<file path="src/rtl/calc_pkg.sv">
// Shared encodings for the calculator display path.
// Status codes and active-low seven-segment glyphs {g,f,e,d,c,b,a}.
package calc_pkg;

  typedef enum logic [1:0] {
    ST_ERR   = 2'b00,
    ST_BUSY  = 2'b01,
    ST_READY = 2'b10,
    ST_IDLE  = 2'b11
  } status_e;

  localparam logic [6:0] GLYPH_0 = 7'h40;
  localparam logic [6:0] GLYPH_1 = 7'h79;
  localparam logic [6:0] GLYPH_2 = 7'h24;
  localparam logic [6:0] GLYPH_3 = 7'h30;
  localparam logic [6:0] GLYPH_4 = 7'h19;
  localparam logic [6:0] GLYPH_5 = 7'h12;
  localparam logic [6:0] GLYPH_6 = 7'h02;
  localparam logic [6:0] GLYPH_7 = 7'h78;
  localparam logic [6:0] GLYPH_8 = 7'h00;
  localparam logic [6:0] GLYPH_9 = 7'h10;
  localparam logic [6:0] GLYPH_A = 7'h08;
  localparam logic [6:0] GLYPH_B = 7'h03;
  localparam logic [6:0] GLYPH_C = 7'h46;
  localparam logic [6:0] GLYPH_D = 7'h21;
  localparam logic [6:0] GLYPH_EH = 7'h06;
  localparam logic [6:0] GLYPH_F = 7'h0E;

  localparam logic [6:0] GLYPH_E     = 7'h06;
  localparam logic [6:0] GLYPH_r     = 7'h2F;
  localparam logic [6:0] GLYPH_BLANK = 7'h7F;

  function automatic logic [6:0] hex_glyph(
    input logic [3:0] v
  );
    logic [6:0] g;
    unique case (v)
      4'h0: g = GLYPH_0;
      4'h1: g = GLYPH_1;
      4'h2: g = GLYPH_2;
      4'h3: g = GLYPH_3;
      4'h4: g = GLYPH_4;
      4'h5: g = GLYPH_5;
      4'h6: g = GLYPH_6;
      4'h7: g = GLYPH_7;
      4'h8: g = GLYPH_8;
      4'h9: g = GLYPH_9;
      4'hA: g = GLYPH_A;
      4'hB: g = GLYPH_B;
      4'hC: g = GLYPH_C;
      4'hD: g = GLYPH_D;
      4'hE: g = GLYPH_EH;
      default: g = GLYPH_F;
    endcase
    return g;
  endfunction

endpackage

</file>
<file path="src/rtl/calc_display_scan_seg7.sv">
// Hex digit to active-low seven-segment pattern.
// A set blank flag turns every segment off.
module seg7_decoder
  import calc_pkg::*;
(
  input  logic [3:0] value,
  input  logic       blank,
  output logic [6:0] seg
);

  // pure lookup, blank wins over the value
  always_comb begin
    seg = hex_glyph(value);
    if (blank) seg = GLYPH_BLANK;
  end

endmodule

</file>
<file path="src/rtl/calc_display_scan.sv">
// Digit register file, scan timing and output registers
// for the 8-digit multiplexed display and status LEDs.
module calc_display_scan
  import calc_pkg::*;
#(
  parameter int SCAN_DIV = 50000,
  parameter bit BLANK_LZ = 1'b1
) (
  input  logic       clock,
  input  logic       reset,
  input  logic [1:0] status,
  input  logic [3:0] data,
  input  logic [3:0] pos,
  output logic [7:0] an,
  output logic [7:0] seg,
  output logic       led_err,
  output logic       led_busy,
  output logic       led_ready
);

  localparam int PW = $clog2(SCAN_DIV);
  localparam logic [PW-1:0] PTC = PW'(SCAN_DIV - 1);

  logic [3:0]    digit_reg [8];
  logic [PW-1:0] presc;
  logic [2:0]    idx;
  logic          upper_nz;
  logic          lz_blank;
  logic [6:0]    dec_seg;
  logic [6:0]    glyph;
  logic [7:0]    seg_nxt;

  // register file, slots 8..15 are dropped
  always_ff @(posedge clock or negedge reset) begin
    if (!reset) begin
      for (int i = 0; i < 8; i++)
        digit_reg[i] <= '0;
    end else if (!pos[3]) begin
      digit_reg[pos[2:0]] <= data;
    end
  end

  // prescaler and scan index
  always_ff @(posedge clock or negedge reset) begin
    if (!reset) begin
      presc <= '0;
      idx   <= '0;
    end else if (presc == PTC) begin
      presc <= '0;
      idx   <= idx + 3'd1;
    end else begin
      presc <= presc + 1'b1;
    end
  end

  // leading-zero test over the current slot and all above it
  always_comb begin
    upper_nz = 1'b0;
    for (int i = 0; i < 8; i++)
      if (3'(i) >= idx && digit_reg[i] != 4'd0)
        upper_nz = 1'b1;
    lz_blank = BLANK_LZ && idx != 3'd0 && !upper_nz;
  end

  seg7_decoder u_dec (
    .value (digit_reg[idx]),
    .blank (lz_blank),
    .seg   (dec_seg)
  );

  // error override, then the busy dot on slot 0
  always_comb begin
    priority case (1'b1)
      status != ST_ERR: glyph = dec_seg;
      idx == 3'd2:      glyph = GLYPH_E;
      idx < 3'd2:       glyph = GLYPH_r;
      default:          glyph = GLYPH_BLANK;
    endcase
    seg_nxt = {~(status == ST_BUSY && idx == 3'd0), glyph};
  end

  // an/seg reload together every cycle; LEDs follow status
  always_ff @(posedge clock or negedge reset) begin
    if (!reset) begin
      an        <= 8'hFF;
      seg       <= 8'hFF;
      led_err   <= 1'b0;
      led_busy  <= 1'b0;
      led_ready <= 1'b0;
    end else begin
      an        <= ~(8'b1 << idx);
      seg       <= seg_nxt;
      led_err   <= status == ST_ERR;
      led_busy  <= status == ST_BUSY;
      led_ready <= status == ST_READY;
    end
  end

endmodule

</file>
<file path="config.mk">
export PLATFORM = sky130hd
export DESIGN_NAME = calc_display_scan
export DESIGN_NICKNAME = d
export VERILOG_FILES = /design/src/rtl/calc_pkg.sv /design/src/rtl/calc_display_scan_seg7.sv /design/src/rtl/calc_display_scan.sv
export SDC_FILE = /design/constraint.sdc
export NUM_CORES = 1
export LEC_CHECK = 0
export CAP_MARGIN = 20
export CORE_MARGIN = 2
export CORE_UTILIZATION = 57
export DETAILED_ROUTE_END_ITERATION = 10
export PLACE_DENSITY = 0.81
export SETUP_SLACK_MARGIN = 0.5
export SLEW_MARGIN = 40
export SYNTH_ARGS = -nofsm -noshare
export SYNTH_HDL_FRONTEND = slang
export SYNTH_SLANG_ARGS = --single-unit
</file>
<file path="constraint.sdc">
create_clock -name clock -period 2.77 [get_ports clock]
set_clock_uncertainty 0.1 [all_clocks]
set_input_delay 0.554 -clock clock [delete_from_list [all_inputs] [get_ports clock]]
set_output_delay 0.554 -clock clock [all_outputs]
set_load 0.01 [all_outputs]
</file>
==> tab_implementation.tex, run 1 <==
\begin{tabular}{lr}
\hline
Metric & Value \\
\hline
\multicolumn{2}{l}{\textbf{Status}} \\
\quad Run status & completed \\
\multicolumn{2}{l}{\textbf{Yosys}} \\
\quad Syn Nets & 319 \\
\quad Largest cells by area after synthesis & sky130\_fd\_sc\_hd\_\_dfrtp\_1 (39\%), sky130\_fd\_sc\_hd\_\_dfstp\_2 (12\%), sky130\_fd\_sc\_hd\_\_mux2\_2 (10\%) \\
\quad Post-synthesis share of cell area spent on full adders, half adders and majority gates & 4.70\% \\
\quad Post-synthesis cell type count & 51 \\
\quad Dominant combinational cell family by area after synthesis & multiplexers \\
\quad Most numerous cell types in the synthesized netlist & sky130\_fd\_sc\_hd\_\_dfrtp\_1 (54), sky130\_fd\_sc\_hd\_\_mux2\_2 (32), sky130\_fd\_sc\_hd\_\_nand2\_1 (25) \\
\quad Share of the synthesized area in the top cell type & 39.1\% \\
\quad Number of enable flip-flop cells after synthesis & 0 \\
\quad YS warnings & 0 \\
\quad Average instance area after synthesis & 11.8 µm² \\
\quad Share of cell area taken by muxes after synthesis & 15.2\% \\
\quad Fraction of synthesized cell area in xor and xnor cells & 3.55\% \\
\quad Dominant cell type by area after synthesis & sky130\_fd\_sc\_hd\_\_dfrtp\_1 \\
\quad Most frequent cell after synthesis & sky130\_fd\_sc\_hd\_\_dfrtp\_1 \\
\quad Share of async-settable or async-resettable flops after synthesis & 100\% \\
\quad Flip-flop and latch count after synthesis & 70 \\
\quad Post-synth design cell area & 0.00346 mm² \\
\quad Part of the Yosys area used for sequential elements & 51.2\% \\
\quad Most frequently used flop master after synthesis & sky130\_fd\_sc\_hd\_\_dfrtp\_1 \\
\quad Complex-gate fraction of the synthesized area & 7.78\% \\
\quad Instance count of the mapped netlist & 294 \\
\quad Area fraction in and, or, nand and nor cells after synthesis & 13.9\% \\
\multicolumn{2}{l}{\textbf{Finish}} \\
\quad Number of fill cells & 396 \\
\quad Antenna diode count & 0 \\
\quad Storage cell area & 0.00177 mm² \\
\quad Area used by multi-input combinational logic & 0.00166 mm² \\
\quad Number of nets in the layout & 375 \\
\quad Number of flip-flops under the largest register name & 32 \\
\quad Fraction of layout cells with a size suffix above 1 & 33.8\% \\
\quad Layout overhead on the synthesized area & 23.6\% \\
\multicolumn{2}{l}{\textbf{Timing}} \\
\quad Slew Limit Fails & 0 \\
\quad Post-route setup TNS & 0 ns \\
\quad Min setup slack post-route & 0.317 ns \\
\quad Final Hold Fails & 0 \\
\quad Max-Slew Margin vs Limit & 53.7\% \\
\quad Unrepaired setup endpoints after global routing & true \\
\quad Final worst path period need & 2.45 ns \\
\quad Final Cycle Share & 88.6\% \\
\quad Transition at the pin with the smallest max-transition slack & 0.694 ns \\
\quad Maximum achievable frequency & 408 MHz \\
\quad Setup violation total in the final timing report & 0 \\
\multicolumn{2}{l}{\textbf{Setup path}} \\
\quad Number of buffers and inverters on the critical path & 2 \\
\quad Cell family contributing the most delay on the critical path & multiplexers \\
\quad Maximum cell stage delay along the critical path & 0.49 ns \\
\quad Worst Path Required & 2.90 ns \\
\quad Critical path class & flip-flop to flip-flop \\
\quad Kind of start point of the critical path & flip-flop \\
\quad CP endpoint kind & flip-flop \\
\quad Worst reg2reg path endpoint & seg[3]\$\_DFF\_PN1\_ \\
\quad Most used cell, CP & sky130\_fd\_sc\_hd\_\_nand2\_1 \\
\quad Worst path slowest cell & sky130\_fd\_sc\_hd\_\_mux4\_2 \\
\quad Origin of the critical flop-to-flop path & idx[1]\$\_DFFE\_PN0N\_ \\
\quad Ordered cell list for the critical path & buf\_12, mux4\_2, nand2\_1, and2\_4, inv\_1, ha\_2, nand2\_1, o21ai\_1, o21ai\_0, a21oi\_1 \\
\quad Worst R2R Path Depth & 10 \\
\quad Maximum fanout encountered on the critical timing path & 6 \\
\quad Endpoint arrival time on the critical path & 2.59 ns \\
\quad R2r setup slk & 0.32 ns \\
\multicolumn{2}{l}{\textbf{Power}} \\
\quad Int Power & 1.91 mW \\
\quad Standby leakage power & 1.75 nW \\
\quad Combinational Power Share & 21.0\% \\
\quad Switching fraction of total power & 27.6\% \\
\quad Power per standard cell area & 618 mW/mm² \\
\quad Portion of total power attributed to the clock network & 30.6\% \\
\quad Power dissipated by switching net loads & 730 µW \\
\quad Relative contribution of sequential cells to total power & 48.4\% \\
\quad Peak VDD IR & 0.000422 V \\
\multicolumn{2}{l}{\textbf{Routing}} \\
\quad Number of routed nets with antenna violations & 0 \\
\quad Routed wire per std cell & 17.6 µm \\
\quad First-pass iteration count of the detailed router & 4 \\
\quad Total detailed-routing wirelength & 7.56 mm \\
\quad Detailed-route DRC error count & 0 \\
\quad Starting DRT DRC Count & 281 \\
\quad Total via count after detailed routing & 2530 \\
\quad Average vias per placed instance & 5.88 \\
\multicolumn{2}{l}{\textbf{Clock network}} \\
\quad CTS tree & built \\
\quad Clk Tree Root Cell & sky130\_fd\_sc\_hd\_\_clkbuf\_8 \\
\quad Clock transition at the register clock pins on the worst setup and hold paths after CTS & 0.08 ns \\
\quad Number of levels in the clock H-tree & 3 \\
\quad Clock sink count & 70 \\
\quad Hold buffers post-CTS & 0 \\
\quad Max Buffers Root-to-Sink & 2 \\
\quad Clock latency on the worst-skew pair & 0.35 ns \\
\quad Clock buffers created by TritonCTS & 9 \\
\multicolumn{2}{l}{\textbf{GRT}} \\
\quad Number of global-route vias before repair & 2401 \\
\quad Total routing usage reported by global routing & 23.9\% \\
\quad First-pass GRT wire length & 11.8 mm \\
\quad Largest net degree at the start of global routing & 41 \\
\quad Number of antenna violations at the first check in global routing & 0 \\
\quad Total congestion overflow & 0 \\
\multicolumn{2}{l}{\textbf{Floorplan}} \\
\quad Starting density of the core & 58.8\% \\
\quad Die X-Extent & 81.9 µm \\
\quad Placeable Area & 0.00589 mm² \\
\quad Row cnt & 28 \\
\quad I/O pin cnt & 31 \\
\quad Die Y-Extent & 81.9 µm \\
\quad Die Footprint & 0.00671 mm² \\
\multicolumn{2}{l}{\textbf{Place}} \\
\quad Estimated wirelength of the detail-placed design & 4.90 mm \\
\quad Count of buffers inserted at the top-level ports & 30 \\
\quad Weighted congestion reported at the end of routability-driven placement & 0.836 \\
\quad Pre-CTS setup slack & 0.196 ns \\
\multicolumn{2}{l}{\textbf{Min path}} \\
\quad Path category of the worst min-delay check & input port to asynchronous set/reset pin \\
\multicolumn{2}{l}{\textbf{Flow run}} \\
\quad Number of max-capacitance violations reported & 0 \\
\hline
\end{tabular}
## stage by stage
step	utilization (%)	instances	hold WS, ns	area [µm²]	power (mW)
floorplan	-	294	0.158	3470	1.56
global placement	65.9	401	0.353	3880	1.75
detailed placement	65.9	401	0.361	3880	1.77
CTS	71.2	426	0.163	4190	2.60
global route	72.6	430	0.196	4270	2.76
finish	72.6	430	0.148	4270	2.64
## what timing repair did
| action | 4_1_cts | 5_1_grt |
|---|---|---|
| gates resized for setup | 12 | 15 |
| setup endpoints to repair | 7 | 7 |
| pin swaps | 7 | 7 |
| endpoints found under the hold margin | 0 | 0 |
| setup buffers | 9 | 4 |
## cells in the final DEF, fill, tap and decap left out, types with 4 or more instances in the layout
master                            count
sky130_fd_sc_hd__dfrtp_1             52
sky130_fd_sc_hd__mux2_2              32
sky130_fd_sc_hd__clkdlybuf4s50_1     29
sky130_fd_sc_hd__nand2_1             25
sky130_fd_sc_hd__nor2_1              21
sky130_fd_sc_hd__buf_4               21
sky130_fd_sc_hd__dfstp_2             16
sky130_fd_sc_hd__a21oi_1             10
sky130_fd_sc_hd__clkbuf_8            10
sky130_fd_sc_hd__inv_1                8
sky130_fd_sc_hd__ha_1                 8
sky130_fd_sc_hd__nand3_1              7
sky130_fd_sc_hd__nor3_1               7
sky130_fd_sc_hd__xor2_1               7
sky130_fd_sc_hd__xnor2_1              7
sky130_fd_sc_hd__mux2i_1              6
sky130_fd_sc_hd__o21ai_0              6
sky130_fd_sc_hd__nand4_1              5
sky130_fd_sc_hd__nor4_1               4
sky130_fd_sc_hd__nand2b_1             4
## worst max path at each step
stage | from | to | cells past startpoint
after global placement | idx[1]$_DFFE_PN0N_ | seg[3]$_DFF_PN1_ | 9
after detailed placement | idx[1]$_DFFE_PN0N_ | seg[6]$_DFF_PN1_ | 8
final | idx[1]$_DFFE_PN0N_ | seg[3]$_DFF_PN1_ | 10
after floorplan | idx[0]$_DFFE_PN0N_ | seg[6]$_DFF_PN1_ | 9
after global routing | idx[1]$_DFFE_PN0N_ | seg[3]$_DFF_PN1_ | 10
after CTS | digit_reg[7]$_DFFE_PN0P_ | seg[6]$_DFF_PN1_ | 6
## kinds of logic after synthesis
kind of cell | after synthesis
muxes | 43
xor gates and xnor gates | 14
adders and majority gates | 13
DFF | 70
AOI/OAI and AO/OA | 38
and+or+nand+nor | 95
buffers and inverters | 21
## per-layer routing
layer | vias up | part of all wire [%] | GRT usage, %
met5 | - | 0 | 0
met4 | 0 | 1.7 | 8.67
met3 | 15 | 6.0 | 6.15
met2 | 106 | 51 | 37.9
met1 | 1248 | 42 | 31.8
li1 | 1161 | - | -
## worst register-to-register path, stage by stage (launching register included)
cell,delay (ns)
sky130_fd_sc_hd__dfrtp_2,0.45
sky130_fd_sc_hd__buf_12,0.13
sky130_fd_sc_hd__mux4_2,0.49
sky130_fd_sc_hd__nand2_1,0.09
sky130_fd_sc_hd__and2_4,0.18
sky130_fd_sc_hd__inv_1,0.13
sky130_fd_sc_hd__ha_2,0.25
sky130_fd_sc_hd__nand2_1,0.06
sky130_fd_sc_hd__o21ai_1,0.05
sky130_fd_sc_hd__o21ai_0,0.26
sky130_fd_sc_hd__a21oi_1,0.15
## cell type report
type / instances / share of cell area (%)
sequential: 70 / 41.5
clock buffer: 12 / 3.40
inverter: 12 / 1.17
multi-input combinational: 203 / 38.8
tap: 75 / 2.20
clock inverter: 4 / 1.11
timing repair buffer: 54 / 11.8
## power by group through the flow
| stage | clock, mW | sequential [mW] | combinational, mW |
|---|---|---|---|
| global route | 0.869 | 1.29 | 0.596 |
| CTS | 0.823 | 1.27 | 0.504 |
| global placement | 0 | 1.29 | 0.461 |
| detailed placement | 0 | 1.29 | 0.475 |
| floorplan | 0 | 1.27 | 0.287 |
| finish | 0.809 | 1.28 | 0.555 |
No activity file was read; power rests on OpenSTA's default activity.
==> inputs of run 2 (changes only) <==
GPL_ROUTABILITY_DRIVEN = 0   (was unset)
==> results of run 2 <==
No change in the layout: final DEF, timing and power equal those of run 1.
==> inputs of run 3 (changes only) <==
CORE_UTILIZATION = 60   (was 57)
CTS_BUF_LIST = sky130_fd_sc_hd__clkbuf_4   (was unset)
PLACE_DENSITY = 0.85   (was 0.81)
==> run 3 against run 2 <==
Flip-flop and latch count is the same; first-iteration DRC count shrank 38%; critical path type unchanged; cell area grew 0.15%; total power shrank 2.9%; highest routed layer unchanged; critical path depth shrank 1; wire length shrank 2.9%; sequential share of layout area shrank 0.061 points; register-to-register slack gained 0.12 ns; setup slack gained 0.12 ns.
==> tab_implementation.tex, run 3 (synthesis gave the netlist of run 1 again) <==
\begin{tabular}{lr}
\hline
Metric & Value \\
\hline
\multicolumn{2}{l}{\textbf{Status}} \\
\quad Run status & completed \\
\multicolumn{2}{l}{\textbf{GRT}} \\
\quad Number of antenna violations at the first check in global routing & 0 \\
\quad Largest net degree at the start of global routing & 39 \\
\quad Number of global-route vias before repair & 2270 \\
\quad First-pass GRT wire length & 11.3 mm \\
\quad Total congestion overflow & 0 \\
\quad Total routing usage reported by global routing & 23.6\% \\
\multicolumn{2}{l}{\textbf{Routing}} \\
\quad Detailed-route DRC error count & 0 \\
\quad Total via count after detailed routing & 2542 \\
\quad Average vias per placed instance & 5.90 \\
\quad Number of routed nets with antenna violations & 0 \\
\quad Total detailed-routing wirelength & 7.33 mm \\
\quad Starting DRT DRC Count & 174 \\
\quad First-pass iteration count of the detailed router & 4 \\
\quad Routed wire per std cell & 17.0 µm \\
\multicolumn{2}{l}{\textbf{Setup path}} \\
\quad Maximum cell stage delay along the critical path & 0.45 ns \\
\quad CP Depth & 9 \\
\quad Origin of the critical flop-to-flop path & idx[1]\$\_DFFE\_PN0N\_ \\
\quad R2r setup slk & 0.44 ns \\
\quad Ordered cell list for the critical path & buf\_6, clkinvlp\_4, a311o\_1, a21oi\_4, buf\_4, ha\_1, o21ai\_0, o21ai\_2, a21oi\_2 \\
\quad Worst reg2reg path endpoint & seg[3]\$\_DFF\_PN1\_ \\
\quad Worst path slowest cell & sky130\_fd\_sc\_hd\_\_dfrtp\_2 \\
\quad Worst R2R Path Depth & 9 \\
\quad Critical path class & flip-flop to flip-flop \\
\quad Number of buffers and inverters on the critical path & 3 \\
\quad Cell family contributing the most delay on the critical path & compound AO/OA/AOI/OAI gates \\
\quad Maximum fanout encountered on the critical timing path & 5 \\
\quad Endpoint arrival time on the critical path & 2.58 ns \\
\quad Worst Path Required & 3.02 ns \\
\quad CP endpoint kind & flip-flop \\
\quad Kind of start point of the critical path & flip-flop \\
\multicolumn{2}{l}{\textbf{Floorplan}} \\
\quad I/O pin cnt & 31 \\
\quad Starting density of the core & 62.4\% \\
\quad Die Footprint & 0.00639 mm² \\
\quad Placeable Area & 0.00554 mm² \\
\quad Die X-Extent & 79.9 µm \\
\quad Die Y-Extent & 79.9 µm \\
\quad Row cnt & 27 \\
\multicolumn{2}{l}{\textbf{Finish}} \\
\quad Antenna diode count & 0 \\
\quad Layout overhead on the synthesized area & 23.8\% \\
\quad Commonest non-fill, non-tap cells in the layout & sky130\_fd\_sc\_hd\_\_dfrtp\_1 (52), sky130\_fd\_sc\_hd\_\_mux2\_2 (32), sky130\_fd\_sc\_hd\_\_clkdlybuf4s50\_1 (29) \\
\quad Fraction of layout cells with a size suffix above 1 & 34.5\% \\
\quad Number of nets in the layout & 379 \\
\quad Number of flip-flops under the largest register name & 32 \\
\quad Most common library cell in the layout ignoring fill and taps & sky130\_fd\_sc\_hd\_\_dfrtp\_1 \\
\multicolumn{2}{l}{\textbf{Place}} \\
\quad Pre-CTS setup slack & 0.224 ns \\
\quad Count of buffers inserted at the top-level ports & 30 \\
\quad Estimated wirelength of the detail-placed design & 4.69 mm \\
\multicolumn{2}{l}{\textbf{Power}} \\
\quad Power per standard cell area & 600 mW/mm² \\
\quad Peak VDD IR & 0.000501 V \\
\quad Standby leakage power & 1.77 nW \\
\multicolumn{2}{l}{\textbf{Timing}} \\
\quad Transition at the pin with the smallest max-transition slack & 0.661 ns \\
\quad Unrepaired setup endpoints after global routing & true \\
\quad Worst hold margin & 0.378 ns \\
\quad Final worst path period need & 2.33 ns \\
\quad Min setup slack post-route & 0.441 ns \\
\quad Maximum achievable frequency & 429 MHz \\
\quad Setup violation total in the final timing report & 0 \\
\quad Slew Limit Fails & 0 \\
\quad Post-route setup TNS & 0 ns \\
\quad Final Cycle Share & 84.1\% \\
\quad Final Hold Fails & 0 \\
\quad Max-Slew Margin vs Limit & 55.6\% \\
\multicolumn{2}{l}{\textbf{Clock network}} \\
\quad Number of levels in the clock H-tree & 3 \\
\quad Clock sink count & 70 \\
\quad Clock latency on the worst-skew pair & 0.41 ns \\
\quad Clk Tree Root Cell & sky130\_fd\_sc\_hd\_\_clkbuf\_4 \\
\quad Max Buffers Root-to-Sink & 2 \\
\quad Clock buffers created by TritonCTS & 9 \\
\quad Clock transition at the register clock pins on the worst setup and hold paths after CTS & 0.12 ns \\
\quad CTS tree & built \\
\multicolumn{2}{l}{\textbf{Flow run}} \\
\quad Number of max-capacitance violations reported & 0 \\
\multicolumn{2}{l}{\textbf{Min path}} \\
\quad Worst hold path cell count & 1 \\
\quad Capture endpoint of the worst hold path & presc[0]\$\_DFF\_PN0\_ \\
\quad Worst min-delay path startpoint & presc[0]\$\_DFF\_PN0\_ \\
\quad Path category of the worst min-delay check & flip-flop to flip-flop \\
\hline
\end{tabular}
## run 3: report_power, final
| part | leakage [nW] | internal (mW) | switching [mW] | total, mW |
|---|---|---|---|---|
| Clock | 0.0833 | 0.388 | 0.366 | 0.754 |
| Sequential | 0.838 | 1.18 | 0.102 | 1.28 |
| Combinational | 0.850 | 0.289 | 0.245 | 0.534 |
| Total | 1.77 | 1.85 | 0.714 | 2.57 |
## run 3: stage by stage
stage	power, mW	instance area, µm²	util [%]	std cells
3_3_place_gp	1.74	3860	69.6	396
4_1_cts	2.51	4110	74.1	420
6_report	2.57	4280	77.3	431
2_1_floorplan	1.56	3470	-	294
5_1_grt	2.68	4280	77.3	431
3_5_place_dp	1.76	3860	69.6	396
## run 3: what timing repair did
item,CTS,global route
setup buffers,8,10
endpoints found under the setup margin,7,7
endpoints found under the hold margin,0,22
hold buffers,0,1
pin swaps,1,6
resized for setup,9,21
## run 3: worst max-delay path by stage
stage | start | to | slack [ns]
after floorplan | idx[0]$_DFFE_PN0N_ | seg[6]$_DFF_PN1_ | 0.52
after global placement | idx[1]$_DFFE_PN0N_ | seg[4]$_DFF_PN1_ | 0.27
after detailed placement | idx[1]$_DFFE_PN0N_ | seg[2]$_DFF_PN1_ | 0.22
after CTS | idx[2]$_DFFE_PN0N_ | seg[4]$_DFF_PN1_ | 0.46
after global routing | idx[1]$_DFFE_PN0N_ | seg[3]$_DFF_PN1_ | 0.37
final | idx[1]$_DFFE_PN0N_ | seg[3]$_DFF_PN1_ | 0.44
## run 3: area by class of cell
type	count	area [µm²]
inverters	12	51.3
well taps	72	90.1
clock inverters	5	83.8
flip-flops and latches	70	1770
multi-input cells	203	1650
repair buffers	58	547
fillers	341	1260
clock buffers	11	82.6
## run 3: metal layers
layer  GRT usage (%)  vias to the layer above  part of all wire (%)
met4            11.2                        0                   2.4
met5               0                        -                     0
met2            34.5                       83                    48
li1                -                     1174                     -
met1            33.9                     1268                    44
met3            4.52                       17                   5.0
